--- config.mk ---
export PLATFORM = sky130hd
export DESIGN_NAME = uart_tx_arb
export DESIGN_NICKNAME = d
export VERILOG_FILES = /design/src/rtl/uart_pkg.sv /design/src/rtl/uart_rr_pick.sv /design/src/rtl/uart_tx_arb.sv
export SDC_FILE = /design/constraint.sdc
export NUM_CORES = 1
export LEC_CHECK = 0
export CAP_MARGIN = 5
export CORE_ASPECT_RATIO = 0.5
export CORE_MARGIN = 1.5
export CORE_UTILIZATION = 27
export CTS_BUF_LIST = sky130_fd_sc_hd__clkbuf_8 sky130_fd_sc_hd__clkbuf_16
export DETAILED_ROUTE_END_ITERATION = 8
export PLACE_DENSITY_LB_ADDON = 0.05
export SLEW_MARGIN = 20
export SYNTH_ARGS = -nofsm -noshare
export SYNTH_HDL_FRONTEND = slang
export SYNTH_SLANG_ARGS = --single-unit
--- constraint.sdc ---
create_clock -name clk -period 2 [get_ports clk]
set_clock_uncertainty 0.15 [all_clocks]
set_input_delay 0.6 -clock clk [delete_from_list [all_inputs] [get_ports clk]]
set_output_delay 0.6 -clock clk [all_outputs]
set_load 0.01 [all_outputs]
--- src/rtl/uart_pkg.sv ---
// -----------------------------------------------------------------------------
// uart_pkg
//   Shared definitions for the UART transmit path: byte width, the bit-rate
//   divisor for a 50 MHz clock at 9600 baud, and the state type of the
//   transmit arbiter FSM.
// -----------------------------------------------------------------------------
package uart_pkg;

   localparam int BYTE_W   = 8;
   localparam int CLK_HZ   = 50_000_000;
   localparam int BAUD     = 9600;
   // 50e6 / 9600 = 5208.33, truncated
   localparam int BAUD_DIV = 5208;

   typedef enum logic [2:0] {
      IDLE,
      ISSUE,
      WAIT_BUSY,
      WAIT_DONE,
      GAP
   } arb_state_t;

endpackage : uart_pkg

--- src/rtl/uart_rr_pick.sv ---
// -----------------------------------------------------------------------------
// uart_rr_pick
//   Combinational round-robin selector. The scan starts at (last+1) mod N_REQ
//   and wraps, so the requester granted most recently has the lowest priority.
//
// Ports
//   req     in  N_REQ  request vector, bit i = requester i wants service
//   last    in  3      index of the previously granted requester
//   winner  out 3      index of the selected requester (0 when any is low)
//   any     out 1      at least one request is present
// -----------------------------------------------------------------------------
module uart_rr_pick #(
   parameter int N_REQ = 4
) (
   input  logic [N_REQ-1:0] req,
   input  logic [2:0]       last,
   output logic [2:0]       winner,
   output logic             any
);

   logic [7:0] req_x;
   logic [2:0] idx;

   always_comb begin
      req_x  = 8'(req);
      winner = '0;
      any    = 1'b0;
      idx    = '0;
      // First hit in scan order wins; later hits are masked by 'any'.
      for (int unsigned k = 1; k <= N_REQ; k++) begin
         idx = 3'((32'(last) + k) % N_REQ);
         if (!any && req_x[idx]) begin
            any    = 1'b1;
            winner = idx;
         end
      end
   end

endmodule : uart_rr_pick

--- src/rtl/uart_tx_arb.sv ---
// -----------------------------------------------------------------------------
// uart_tx_arb
//   Round-robin arbiter that feeds bytes from N_REQ requesters into a single
//   shared UART transmitter. A byte is accepted only while idle, then handed
//   to the transmitter with a one-cycle tx_start, after which the arbiter
//   waits for the frame to start and finish, inserts an optional idle gap and
//   returns to idle. A transmitter that never raises tx_busy is flagged with
//   tx_err and the frame is dropped.
//
// Ports
//   clk        in  1        system clock, rising edge
//   rst_n      in  1        asynchronous active-low reset
//   req_valid  in  N_REQ    requester i holds a byte
//   req_data   in  8*N_REQ  byte of requester i at [8i+7:8i]
//   req_ready  out N_REQ    one-hot, one-cycle accept pulse
//   tx_data    out 8        byte presented to the transmitter
//   tx_start   out 1        one-cycle frame start pulse
//   tx_busy    in  1        transmitter frame in progress
//   grant_id   out 3        index of the most recently accepted requester
//   tx_err     out 1        one-cycle pulse when tx_busy fails to rise
// -----------------------------------------------------------------------------
module uart_tx_arb
   import uart_pkg::*;
#(
   parameter int N_REQ        = 4,
   parameter int BUSY_TIMEOUT = 4,
   parameter int GAP_CYCLES   = 0
) (
   input  logic                    clk,
   input  logic                    rst_n,
   input  logic [N_REQ-1:0]        req_valid,
   input  logic [BYTE_W*N_REQ-1:0] req_data,
   output logic [N_REQ-1:0]        req_ready,
   output logic [BYTE_W-1:0]       tx_data,
   output logic                    tx_start,
   input  logic                    tx_busy,
   output logic [2:0]              grant_id,
   output logic                    tx_err
);

   localparam int GAP_W = (GAP_CYCLES > 0) ? $clog2(GAP_CYCLES + 1) : 1;

   arb_state_t        state,     state_d;
   logic [2:0]        last,      last_d;
   logic [2:0]        to_cnt,    to_cnt_d;
   logic [GAP_W-1:0]  gap_cnt,   gap_cnt_d;
   logic [BYTE_W-1:0] tx_data_d;
   logic [N_REQ-1:0]  req_ready_d;
   logic [2:0]        grant_d;
   logic              tx_start_d;
   logic              tx_err_d;

   logic [2:0]        pick_win;
   logic              pick_any;
   logic [BYTE_W-1:0] win_byte;
   logic [N_REQ-1:0]  win_onehot;

   uart_rr_pick #(
      .N_REQ (N_REQ)
   ) u_pick (
      .req    (req_valid),
      .last   (last),
      .winner (pick_win),
      .any    (pick_any)
   );

   // Byte and one-hot of the current round-robin winner.
   always_comb begin
      win_byte   = '0;
      win_onehot = N_REQ'(1'b1) << pick_win;
      for (int unsigned k = 0; k < N_REQ; k++) begin
         if (pick_win == 3'(k)) begin
            win_byte = req_data[BYTE_W*k +: BYTE_W];
         end
      end
   end

   always_ff @(posedge clk or negedge rst_n) begin
      if (!rst_n) begin
         state     <= IDLE;
         last      <= 3'(N_REQ - 1);
         to_cnt    <= '0;
         gap_cnt   <= '0;
         tx_data   <= '0;
         req_ready <= '0;
         grant_id  <= '0;
         tx_start  <= 1'b0;
         tx_err    <= 1'b0;
      end else begin
         state     <= state_d;
         last      <= last_d;
         to_cnt    <= to_cnt_d;
         gap_cnt   <= gap_cnt_d;
         tx_data   <= tx_data_d;
         req_ready <= req_ready_d;
         grant_id  <= grant_d;
         tx_start  <= tx_start_d;
         tx_err    <= tx_err_d;
      end
   end

   always_comb begin
      state_d     = state;
      last_d      = last;
      to_cnt_d    = to_cnt;
      gap_cnt_d   = gap_cnt;
      tx_data_d   = tx_data;
      grant_d     = grant_id;
      req_ready_d = '0;
      tx_start_d  = 1'b0;
      tx_err_d    = 1'b0;

      unique case (state)
         IDLE: begin
            // tx_busy is deliberately not looked at here; ISSUE waits for it.
            if (pick_any) begin
               tx_data_d   = win_byte;
               req_ready_d = win_onehot;
               grant_d     = pick_win;
               last_d      = pick_win;
               state_d     = ISSUE;
            end
         end

         ISSUE: begin
            if (!tx_busy) begin
               tx_start_d = 1'b1;
               to_cnt_d   = '0;
               state_d    = WAIT_BUSY;
            end
         end

         WAIT_BUSY: begin
            // to_cnt counts completed waiting cycles; the timeout fires on the
            // edge that ends the BUSY_TIMEOUT-th one, which puts tx_err
            // BUSY_TIMEOUT cycles after tx_start.
            if (tx_busy) begin
               state_d = WAIT_DONE;
            end else if ((4'(to_cnt) + 4'd1) == 4'(BUSY_TIMEOUT)) begin
               tx_err_d  = 1'b1;
               gap_cnt_d = GAP_W'(GAP_CYCLES);
               state_d   = GAP;
            end else begin
               to_cnt_d = to_cnt + 3'd1;
            end
         end

         WAIT_DONE: begin
            if (!tx_busy) begin
               gap_cnt_d = GAP_W'(GAP_CYCLES);
               state_d   = GAP;
            end
         end

         GAP: begin
            if (gap_cnt == '0) begin
               state_d = IDLE;
            end else begin
               gap_cnt_d = gap_cnt - 1'b1;
            end
         end

         default: begin
            state_d = IDLE;
         end
      endcase
   end

endmodule : uart_tx_arb

==> impl_metrics.py <==
metrics = {
    "outcome": {
        "status": "finished, final reports clean",
    },
    "cts": {
        "cts_buffers": 3,
        "clock-root-buffer": "clkbuf_8",
        "clk_latency_ns": 0.27,
        "clkSinkCount": 24,
        "clkTransAtPathRegs_ns": 0.09,
        "clock_path_buffers": 2,
        "htreeDepth": 1,
        "cts_tree": "built",
    },
    "detailed_routing": {
        "wire_per_inst_um": 14.6,
        "drt_first_pass_iters": 4,
        "remaining_drc_errors": 0,
        "antenna_left": 0,
        "vias": 1321,
        "drt-initial-drc-count": 41,
        "drt-total-wl_um": 4010,
        "via_per_inst": 4.80,
    },
    "timing": {
        "finalSetupTns_ns": 0,
        "fin_crit_sh_pct": 97.3,
        "hold_violations": 0,
        "fin_crit_ns": 1.95,
        "rsz0062_at_grt": "false",
        "final-setup-viol-count": 0,
        "maxSlewViolCount": 0,
        "max_freq_mhz": 514,
    },
    "finish": {
        "nets": 250,
        "diodes": 0,
        "drive_above_1_share_pct": 23.0,
        "layout_common_cells": "clkdlybuf4s50_1 (50), dfrtp_1 (22), buf_4 (20)",
        "areaGrowthSynthToFinish_pct": 66.7,
        "layout_commonest_cell": "clkdlybuf4s50_1",
    },
    "place": {
        "globalplace.congestion": 0.791,
        "dp_hpwl_um": 2990,
        "port_buffers": 54,
    },
    "synthesis": {
        "synth_area_um2": 1310,
        "synth_top_cell_area_share_pct": 42.0,
        "ys_seq_area_share_pct": 46.0,
        "ys_warn_count": 0,
        "yosys.area.top_type": "dfrtp_1",
        "synth_nets": 177,
        "synth.distinct_cells": 40,
        "synth_area_leaders": "dfrtp_1 (42%), mux2i_1 (6.9%), nor2_1 (4.6%), dfstp_2 (4.0%), nand2_1 (4.0%)",
        "synthCells": 137,
        "avgSynthCellArea_um2": 9.57,
        "synth-seq-cells": 24,
    },
    "run": {
        "cap_violations": 0,
    },
    "setup_path": {
        "path_delay_family": "buffers and inverters",
        "worstPathCellList": "clkdlybuf4s50_1",
        "startpoint_type": "flip-flop",
        "worstPathArrival_ns": 1.20,
        "worstPathRequired_ns": 1.25,
        "cpPeakStageDelay_ns": 0.54,
        "cp_num_buf_inv": 1,
        "cpMaxStageDelayCell": "clkdlybuf4s50_1",
        "crit_path_max_fanout": 2,
        "critPathKind": "reg -> out",
        "crit_path_end_kind": "output pin",
    },
    "floorplan": {
        "die_h_um": 52.3,
        "rows": 17,
        "ios": 56,
        "die_area_um2": 5310,
        "start_util_pct": 28.9,
        "core_um2": 4530,
        "die_x_um": 102,
    },
    "pwr": {
        "ir_drop_mv": 0.424,
        "leakagePower_nw": 0.935,
        "total_power_w": 0.00266,
        "powerDensity_nw_per_um2": 1220,
    },
    "grt": {
        "antenna_found_initial": 0,
        "grt_max_degree": 25,
        "grt_pass1_vias": 1256,
        "grt_usage_pct": 15.3,
        "grt_overflow": 0,
        "grt_first_pass_wirelength_um": 6110,
    },
    "hold_path": {
        "hold_path_class": "reg -> reg",
    },
}
[area by class of cell]
| type | count | area (um^2) |
|---|---|---|
| clock buffers | 4 | 55.1 |
| fillers | 432 | 2340 |
| inverters | 6 | 22.5 |
| multi-input cells | 99 | 704 |
| flip-flops and latches | 24 | 603 |
| well taps | 66 | 82.6 |
| repair buffers | 76 | 718 |
[synthesized netlist by cell type (all sizes together)]
cell,number
dfrtp,22
nor2,17
nand2,14
o21ai,11
mux2i,9
o22ai,7
buf,6
inv,6
a221oi,5
a21oi,4
a32oi,4
o221ai,3
a22oi,2
clkbuf,2
dfstp,2
nor3,2
nor3b,2
nor4,2
a211oi,1
a21bo,1
a21boi,1
a22o,1
a31oi,1
a32o,1
and2,1
and2b,1
and3,1
conb,1
ha,1
nand2b,1
nand3,1
nor2b,1
o2bb2ai,1
o31a,1
or4,1
[flip-flops by register name, indices dropped and copies added (netlist names)]
signal / flops
tx_data: 8
req_ready: 4
state: 3
to_cnt: 3
grant_id: 2
last: 2
tx_err: 1
tx_start: 1
[where the power goes]
| part | switching (W) | leakage, nW | total (W) | internal, W |
|---|---|---|---|---|
| clock network | 0.000164 | 0.0288 | 0.000340 | 0.000176 |
| logic | 0.000691 | 0.608 | 0.00148 | 0.000790 |
| registers | 0.000151 | 0.298 | 0.000836 | 0.000686 |
[logic make-up after synthesis]
logic type,synth area share (%)
flip-flops,46.0
AO/OA/AOI/OAI,23.7
other,0.286
buffers and inverters,5.82
adder cells (fa/ha/maj),0.954
AND/OR/NAND/NOR,16.4
multiplexers,6.87
[stage by stage]
step	hold slack, ns	utilization (%)	std cells	setup WS (ns)	cell area, um^2
3_5_place_dp	0.322	44.9	268	-0.691	2040
5_1_grt	0.377	48.2	275	0.00152	2190
6_report	0.348	48.2	275	0.0540	2190
3_3_place_gp	0.318	44.9	268	-0.671	2040
4_1_cts	0.345	46.7	272	0.000213	2120
2_1_floorplan	0.154	-	137	0.0465	1310
[what timing repair did]
item	CTS	global route
cloned	0	1
endpoints found under the setup margin	16	10
buffers inserted	0	2
endpoints found under the hold margin	0	0
hold buffers	0	0
pin swaps	0	1
gates resized for setup	11	18
[per-layer routing]
layer  up-vias  GRT usage, %  share of wire, %
met1       646          20.8                50
met5         -             0                 0
met4         0          2.08              0.30
li1        647             -                 -
met3         4          4.00               3.4
met2        24          25.1                47
[path summary, 6_finish.rpt]
kind / from / endpoint / slack [ns] / depth (start not counted)
setup / recovery: tx_data[0] / tx_data[0] / 0.05 / 1
hold / removal: grant_id[0] / grant_id[0] / 0.35 / 2
setup reg to reg: last[0] / tx_data[3] / 0.10 / 5
hold reg to reg: grant_id[0] / grant_id[0] / 0.35 / 2
max in group asynchronous: rst_n / last[0] / 0.87 / 2
min in group asynchronous: rst_n / tx_data[0] / 0.54 / 2
No activity file was read; power rests on OpenSTA's default activity.
